<file path="src/rtl/spart_pkg.sv">
// -----------------------------------------------------------------------------
// spart_pkg -- shared definitions for the SPART transmitter.
//
// Contents:
//   tx_state_t        transmitter FSM state encoding (IDLE/START/DATA/PARITY/STOP)
//   DATA_W_MIN/MAX    legal range of data bits per frame
//   STOP_BITS_MIN/MAX legal range of stop bits per frame
// -----------------------------------------------------------------------------
package spart_pkg;

    typedef enum logic [2:0] {
        IDLE   = 3'd0,
        START  = 3'd1,
        DATA   = 3'd2,
        PARITY = 3'd3,
        STOP   = 3'd4
    } tx_state_t;

    localparam int DATA_W_MIN    = 5;
    localparam int DATA_W_MAX    = 9;
    localparam int STOP_BITS_MIN = 1;
    localparam int STOP_BITS_MAX = 2;

endpackage

</file>
<file path="src/rtl/spart_tx_fifo.sv">
// -----------------------------------------------------------------------------
// spart_tx_fifo -- transmit word FIFO for the SPART transmitter.
//
// Parameters:
//   DATA_W      word width
//   FIFO_DEPTH  number of entries (power of two, so pointers wrap naturally)
//
// Ports:
//   clk, rst   clock, synchronous active-high reset
//   push       write request; accepted when not full, or when full and a pop
//              happens in the same cycle
//   pop        read request from the transmitter; only honoured when not empty
//   din        word to store
//   dout       word at the head of the FIFO
//   full       FIFO holds FIFO_DEPTH words
//   empty      FIFO holds no words
//   count      current occupancy (registered)
//   overflow   one-cycle pulse, the cycle after a push was dropped
// -----------------------------------------------------------------------------
module spart_tx_fifo
    import spart_pkg::*;
#(
    parameter int DATA_W     = 8,
    parameter int FIFO_DEPTH = 4
) (
    input  logic                          clk,
    input  logic                          rst,
    input  logic                          push,
    input  logic                          pop,
    input  logic [DATA_W-1:0]             din,
    output logic [DATA_W-1:0]             dout,
    output logic                          full,
    output logic                          empty,
    output logic [$clog2(FIFO_DEPTH):0]   count,
    output logic                          overflow
);

    localparam int AW = $clog2(FIFO_DEPTH);
    localparam int CW = AW + 1;

    logic [DATA_W-1:0] mem [FIFO_DEPTH];
    logic [AW-1:0]     wr_ptr_q;
    logic [AW-1:0]     rd_ptr_q;
    logic [CW-1:0]     count_q;
    logic              overflow_q;

    logic do_push;
    logic do_pop;

    // Occupancy is registered, so a word pushed into an empty FIFO is not
    // visible as "not empty" until the following cycle.
    assign empty   = (count_q == '0);
    assign full    = (count_q == CW'(FIFO_DEPTH));
    assign do_pop  = pop && !empty;
    assign do_push = push && (!full || do_pop);

    always_ff @(posedge clk) begin
        if (rst) begin
            wr_ptr_q   <= '0;
            rd_ptr_q   <= '0;
            count_q    <= '0;
            overflow_q <= 1'b0;
        end else begin
            if (do_push) begin
                wr_ptr_q <= wr_ptr_q + 1'b1;
            end
            if (do_pop) begin
                rd_ptr_q <= rd_ptr_q + 1'b1;
            end
            case ({do_push, do_pop})
                2'b10:   count_q <= count_q + 1'b1;
                2'b01:   count_q <= count_q - 1'b1;
                default: count_q <= count_q;
            endcase
            overflow_q <= push && !do_push;
        end
    end

    // Storage needs no reset: the pointers decide what is valid.
    always_ff @(posedge clk) begin
        if (!rst && do_push) begin
            mem[wr_ptr_q] <= din;
        end
    end

    assign dout     = mem[rd_ptr_q];
    assign count    = count_q;
    assign overflow = overflow_q;

endmodule

</file>
<file path="src/rtl/spart_tx_param.sv">
// -----------------------------------------------------------------------------
// spart_tx_param -- parameterised SPART serial transmitter with transmit FIFO.
//
// Parameters:
//   DATA_W      data bits per frame (5..9)
//   FIFO_DEPTH  transmit FIFO entries (power of two, 2..16)
//   STOP_BITS   stop bits per frame (1 or 2)
//
// Configuration macro:
//   SPART_TX_PARITY_EN  when defined, a parity bit (XOR of data bits XOR
//                       parity_odd) follows the data bits; otherwise DATA goes
//                       straight to STOP and parity_odd is unused.
//
// Ports:
//   clk         single clock, rising edge
//   rst         synchronous active-high reset
//   tx_enable   baud tick, one-cycle pulse per bit period
//   write       push tx_in into the FIFO this cycle
//   tx_in       data word to transmit
//   parity_odd  1 = odd parity, 0 = even parity
//   txd         registered serial line, idle high
//   tbr         transmit buffer ready (FIFO not full)
//   busy        frame on the line (state != IDLE)
//   fifo_count  FIFO occupancy
//   overflow    one-cycle pulse when a write is dropped
//
// Handshake: write/tbr follow valid/ready semantics -- a word is taken on any
// rising edge where write=1 and tbr=1 (or the FIFO is full but the transmitter
// pops in that same cycle). A write with tbr=0 and no same-cycle pop is dropped
// and reported on overflow the following cycle; the producer should hold off
// while tbr=0.
// -----------------------------------------------------------------------------
module spart_tx_param
    import spart_pkg::*;
#(
    parameter int DATA_W     = 8,
    parameter int FIFO_DEPTH = 4,
    parameter int STOP_BITS  = 1
) (
    input  logic                          clk,
    input  logic                          rst,
    input  logic                          tx_enable,
    input  logic                          write,
    input  logic [DATA_W-1:0]             tx_in,
    input  logic                          parity_odd,
    output logic                          txd,
    output logic                          tbr,
    output logic                          busy,
    output logic [$clog2(FIFO_DEPTH):0]   fifo_count,
    output logic                          overflow
);

    localparam int                BW        = $clog2(DATA_W);
    localparam logic [BW-1:0]     LAST_BIT  = BW'(DATA_W - 1);
    localparam logic              LAST_STOP = 1'(STOP_BITS - 1);

    if (DATA_W < DATA_W_MIN || DATA_W > DATA_W_MAX) begin : g_bad_data_w
        $error("spart_tx_param: DATA_W out of range");
    end
    if (STOP_BITS < STOP_BITS_MIN || STOP_BITS > STOP_BITS_MAX) begin : g_bad_stop_bits
        $error("spart_tx_param: STOP_BITS out of range");
    end

    // FIFO interface
    logic              fifo_pop;
    logic [DATA_W-1:0] fifo_dout;
    logic              fifo_full;
    logic              fifo_empty;

    spart_tx_fifo #(
        .DATA_W     (DATA_W),
        .FIFO_DEPTH (FIFO_DEPTH)
    ) u_fifo (
        .clk      (clk),
        .rst      (rst),
        .push     (write),
        .pop      (fifo_pop),
        .din      (tx_in),
        .dout     (fifo_dout),
        .full     (fifo_full),
        .empty    (fifo_empty),
        .count    (fifo_count),
        .overflow (overflow)
    );

    // Transmitter state
    tx_state_t         state_q,    state_d;
    logic [BW-1:0]     bit_cnt_q,  bit_cnt_d;
    logic              stop_cnt_q, stop_cnt_d;
    logic [DATA_W-1:0] shifter_q,  shifter_d;
    logic              txd_q,      txd_d;

`ifdef SPART_TX_PARITY_EN
    logic              parity_q,   parity_d;
`else
    logic              unused_parity_odd;
    assign unused_parity_odd = parity_odd;
`endif

    always_comb begin
        state_d    = state_q;
        bit_cnt_d  = bit_cnt_q;
        stop_cnt_d = stop_cnt_q;
        shifter_d  = shifter_q;
        fifo_pop   = 1'b0;
`ifdef SPART_TX_PARITY_EN
        parity_d   = parity_q;
`endif

        case (state_q)
            IDLE: begin
                if (tx_enable && !fifo_empty) begin
                    fifo_pop = 1'b1;
                    state_d  = START;
                end
            end
            START: begin
                if (tx_enable) begin
                    state_d   = DATA;
                    bit_cnt_d = '0;
                end
            end
            DATA: begin
                if (tx_enable) begin
                    if (bit_cnt_q == LAST_BIT) begin
                        stop_cnt_d = 1'b0;
`ifdef SPART_TX_PARITY_EN
                        state_d    = PARITY;
`else
                        state_d    = STOP;
`endif
                    end else begin
                        bit_cnt_d = bit_cnt_q + 1'b1;
                        shifter_d = shifter_q >> 1;
                    end
                end
            end
            PARITY: begin
                if (tx_enable) begin
                    state_d    = STOP;
                    stop_cnt_d = 1'b0;
                end
            end
            STOP: begin
                if (tx_enable) begin
                    if (stop_cnt_q == LAST_STOP) begin
                        // Chain straight into the next frame when a word waits.
                        if (!fifo_empty) begin
                            fifo_pop = 1'b1;
                            state_d  = START;
                        end else begin
                            state_d  = IDLE;
                        end
                    end else begin
                        stop_cnt_d = stop_cnt_q + 1'b1;
                    end
                end
            end
            default: state_d = IDLE;
        endcase

        // Every pop loads the head word; parity is fixed at load time.
        if (fifo_pop) begin
            shifter_d = fifo_dout;
`ifdef SPART_TX_PARITY_EN
            parity_d  = (^fifo_dout) ^ parity_odd;
`endif
        end

        // Line level is decided from the next state so txd can be registered
        // without an extra bit of latency.
        case (state_d)
            START:   txd_d = 1'b0;
            DATA:    txd_d = shifter_d[0];
`ifdef SPART_TX_PARITY_EN
            PARITY:  txd_d = parity_d;
`endif
            default: txd_d = 1'b1;
        endcase
    end

    always_ff @(posedge clk) begin
        if (rst) begin
            state_q    <= IDLE;
            bit_cnt_q  <= '0;
            stop_cnt_q <= 1'b0;
            shifter_q  <= '0;
            txd_q      <= 1'b1;
`ifdef SPART_TX_PARITY_EN
            parity_q   <= 1'b0;
`endif
        end else begin
            state_q    <= state_d;
            bit_cnt_q  <= bit_cnt_d;
            stop_cnt_q <= stop_cnt_d;
            shifter_q  <= shifter_d;
            txd_q      <= txd_d;
`ifdef SPART_TX_PARITY_EN
            parity_q   <= parity_d;
`endif
        end
    end

    assign txd  = txd_q;
    assign busy = (state_q != IDLE);
    assign tbr  = !fifo_full;

endmodule

</file>
<file path="config.mk">
export PLATFORM = sky130hd
export DESIGN_NAME = spart_tx_param
export DESIGN_NICKNAME = d
export VERILOG_FILES = /design/src/rtl/spart_pkg.sv /design/src/rtl/spart_tx_fifo.sv /design/src/rtl/spart_tx_param.sv
export SDC_FILE = /design/constraint.sdc
export NUM_CORES = 1
export LEC_CHECK = 0
export ABC_AREA = 1
export BUFFER_PORTS_ARGS = -buffer_cell sky130_fd_sc_hd__buf_2
export CORE_ASPECT_RATIO = 1.4
export CORE_MARGIN = 5
export CORE_UTILIZATION = 43
export CTS_BUF_LIST = sky130_fd_sc_hd__clkbuf_4
export DETAILED_ROUTE_END_ITERATION = 16
export GPL_TIMING_DRIVEN = 0
export HOLD_SLACK_MARGIN = 0.02
export PLACE_DENSITY = 0.69
export SYNTH_ARGS = -nofsm -noshare
export SYNTH_HDL_FRONTEND = slang
export SYNTH_SLANG_ARGS = --single-unit
</file>
<file path="constraint.sdc">
create_clock -name clk -period 5.3 [get_ports clk]
set_input_delay 0.53 -clock clk [delete_from_list [all_inputs] [get_ports clk]]
set_output_delay 0.53 -clock clk [all_outputs]
set_load 0.03 [all_outputs]
</file>
==> impl_metrics.csv <==
group,metric,value,unit
outcome,status,"finished, final reports clean",
die,core,5820,sq um
route,wirelength,4.67,mm
placement,dp_hpwl,3.39,mm
cts,cts_buffers,9,
logic_synthesis,synth_xor_area_share,0,%
setup_path,startpoint_type,"register",
die,die_x,75.2,um
route,drt_first_pass_iters,4,
route,wl_per_cell,12.6,um
cells_and_area,diodes,0,
sta,rsz0062_at_grt,"no",
cts,cts_tree,"done",
die,placementRows,33,
logic_synthesis,synthAdderAreaFrac,4.20,%
power,power_leakage,1.18,nW
logic_synthesis,syn_area,2560,sq um
sta,fmax,0.452,GHz
job,cap_violations,0,
sta,hold-worst-slack,0.347,ns
cts,cts_resized,0,
logic_synthesis,synth-compound-area-share,10.9,%
die,dieArea,7620,sq um
setup_path,path_delay_family,"adder cells",
grt,grt_pass1_vias,1809,
cts,clock_path_buffers,2,
setup_path,slowest_delay,0.39,ns
route,ant_nets,0,
sta,worst_slack,3.09,ns
logic_synthesis,synthMuxAreaShare,0,%
die,ios,20,
logic_synthesis,yosysTopAreaCell,"edfxtp_1",
logic_synthesis,synth_top_family_by_area,"simple AND/OR/NAND/NOR gates",
route,drt-vias-per-instance,5.02,
cts,hold_buffers,0,
sta,period_share,41.7,%
power,p_per_area,465,nW/um^2
logic_synthesis,postSynthAreaPerCell,9.56,sq um
power,irDropWorstVdd,0.160,mV
sta,finalSetupTns,0,ns
cells_and_area,area_delta_synth_final,12.9,%
setup_path,reg2reg_slack,3.09,ns
logic_synthesis,synthSimpleGateAreaFrac,20.9,%
placement,gp_congestion,0.815,
logic_synthesis,synthTopCellsByArea,"edfxtp_1 (38%), dfxtp_1 (20%), nand2_1 (6.0%)",
placement,place_ws,2.88,ns
cells_and_area,layout-drive-gt1-share,19.9,%
logic_synthesis,synth_seq_cells,57,
logic_synthesis,synth.distinct_cells,31,
logic_synthesis,post-synth-top-area-fraction,37.5,%
setup_path,crit_arrival,2.51,ns
sta,max-slew-margin-rel,47.9,%
sta,drv_slew,0,
route,drt_iter0_drc,85,
grt,antenna_found_initial,0,
setup_path,path_buf_inv,4,
logic_synthesis,synth_cells,268,
cts,htree_levels,3,
cts,clk_pin_slew_worst_paths,0.10,ns
cells_and_area,fin_nets,317,
sta,finalHoldViolCount,0,
logic_synthesis,synth_warnings,0,
grt,overflow,0,
die,die_h,101,um
grt,grt_pass1_wl,7.89,mm
sta,setup_viol,0,
setup_path,cp_cell_sequence,"inv_2 -> nand2_4 -> nor2_8 -> nand2_8 -> inv_2 -> buf_6 -> ha_1 -> inv_1 -> fa_1 -> a21oi_1 -> o21ai_0 -> o21ai_0 -> a21oi_1",
grt,grt_max_degree,11,
sta,worst_clock_skew,0.0170,ns
logic_synthesis,syn_nets,289,
cells_and_area,utilization,49.7,%
cts,clock_sinks,57,
cts,clockRootBuffer,"clkbuf_4",
power,p_total,0.00135,W
cts,insertion_delay,0.40,ns
route,drc,0,
setup_path,cp_max_fo,10,
min_path,hold_path_class,"primary input to register",
placement,io_buffers,17,
route,vias,1863,
sta,worst_pin_slew,0.779,ns
sta,layout_min_cycle_time,2.21,ns
setup_path,cp_data_required_time,5.60,ns
setup_path,crit_path_end_kind,"register",
cts,post_cts_buffers,0,
logic_synthesis,yosysSeqAreaShare,57.0,%
setup_path,cp_slowest_cell,"dfxtp_1",
setup_path,critPathKind,"register to register",
grt,track_usage,14.0,%
die,initial_core_util,44.0,%
-- final timing paths --
check                             startpoint                           end  depth (start not counted)
max reg2reg            state_q[1]$_SDFF_PP0_  u_fifo.count[2]$_SDFFE_PP0P_                         13
min reg2reg  u_fifo.rd_ptr_q[1]$_SDFFE_PP0P_                      register                          2
min                                 tx_in[6]    u_fifo.mem[3][6]$_DFFE_PP_                          1
max                    state_q[1]$_SDFF_PP0_  u_fifo.count[2]$_SDFFE_PP0P_                         13
-- cells in the final DEF (no fill, tap or decap), types with 3 or more instances in the layout --
master and count:
nand2_1 41, nand2_2 3, nor2_1 39, o211ai_2 4, o21ai_1 5, clkbuf_4 10
inv_2 6, inv_1 27, nand3b_1 4, nand3_1 15, nand4_1 3, edfxtp_1 32
dfxtp_1 25, ha_1 7, o21ai_0 19, buf_2 22, a21oi_1 14, nor3_1 3
-- logic make-up after synthesis --
| logic type | count (synthesis) |
|---|---|
| AOI/OAI and AO/OA | 47 |
| buffers and inverters | 42 |
| DFF | 57 |
| adders and majority gates | 8 |
| and+or+nand+nor | 114 |
-- cell usage after synthesis --
library cell  count
a21oi_1          14
a21oi_2           1
a31oi_1           1
buf_2             5
buf_6             2
clkbuf_1          1
clkinv_1          1
dfxtp_1          25
edfxtp_1         32
fa_1              1
ha_1              7
inv_1            27
inv_2             6
nand2_1          41
nand2_2           3
nand2_4           1
nand2_8           1
nand3_1          15
nand3_2           2
nand3b_1          4
nand4_1           3
nor2_1           39
nor2_2            1
nor2_8            1
nor3_1            3
o211ai_1          1
o211ai_2          4
o21ai_0          19
o21ai_1           5
o21ai_2           1
o31ai_1           1
-- power breakdown --
part           switching, W  internal, W  leakage (nW)  total [W]
clock              0.000157     0.000194        0.0878   0.000351
sequential        0.0000394     0.000534         0.495   0.000573
combinational      0.000275     0.000147         0.596   0.000422
total              0.000471     0.000875          1.18    0.00135
-- layout make-up --
class | count | area (sq um)
Inverter | 34 | 128
Buffer | 8 | 51.3
Fill cell | 544 | 2930
Clock inverter | 6 | 82.6
Timing Repair Buffer | 17 | 85.1
Multi-Input combinational cell | 169 | 922
Clock buffer | 10 | 75.1
Sequential cell | 57 | 1460
Tap cell | 70 | 87.6
-- worst reg2reg max path, cell delays in order (launching register included) --
cell and delay, ns:
dfxtp_1 0.39, inv_2 0.13, nand2_4 0.08, nor2_8 0.11
nand2_8 0.08, inv_2 0.09, buf_6 0.16, ha_1 0.16
inv_1 0.06, fa_1 0.37, a21oi_1 0.15, o21ai_0 0.12
o21ai_0 0.16, a21oi_1 0.05
-- through the flow --
step / cell area (sq um) / cells
2_1_floorplan: 2560 / 268
3_3_place_gp: 2740 / 355
3_5_place_dp: 2740 / 355
4_1_cts: 2890 / 371
5_1_grt: 2890 / 371
6_report: 2890 / 371
-- sequential cells by signal, indices dropped and copies added (netlist names), named ones only --
name and flops:
u_fifo.overflow 1, u_fifo.count 3, state_q 3, txd 1, shifter_q 8, u_fifo.wr_ptr_q 2
u_fifo.rd_ptr_q 2, u_fifo.mem 32, bit_cnt_q 3
-- routing by layer --
layer  GRT usage (%)  wire length (um)  up-vias
li1                -                 -      949
met1            15.6              1930      863
met2            22.4              2440       41
met3            3.57               185       10
met4            10.5               116        0
met5               0                 0        -
No activity file was read; power rests on OpenSTA's default activity.
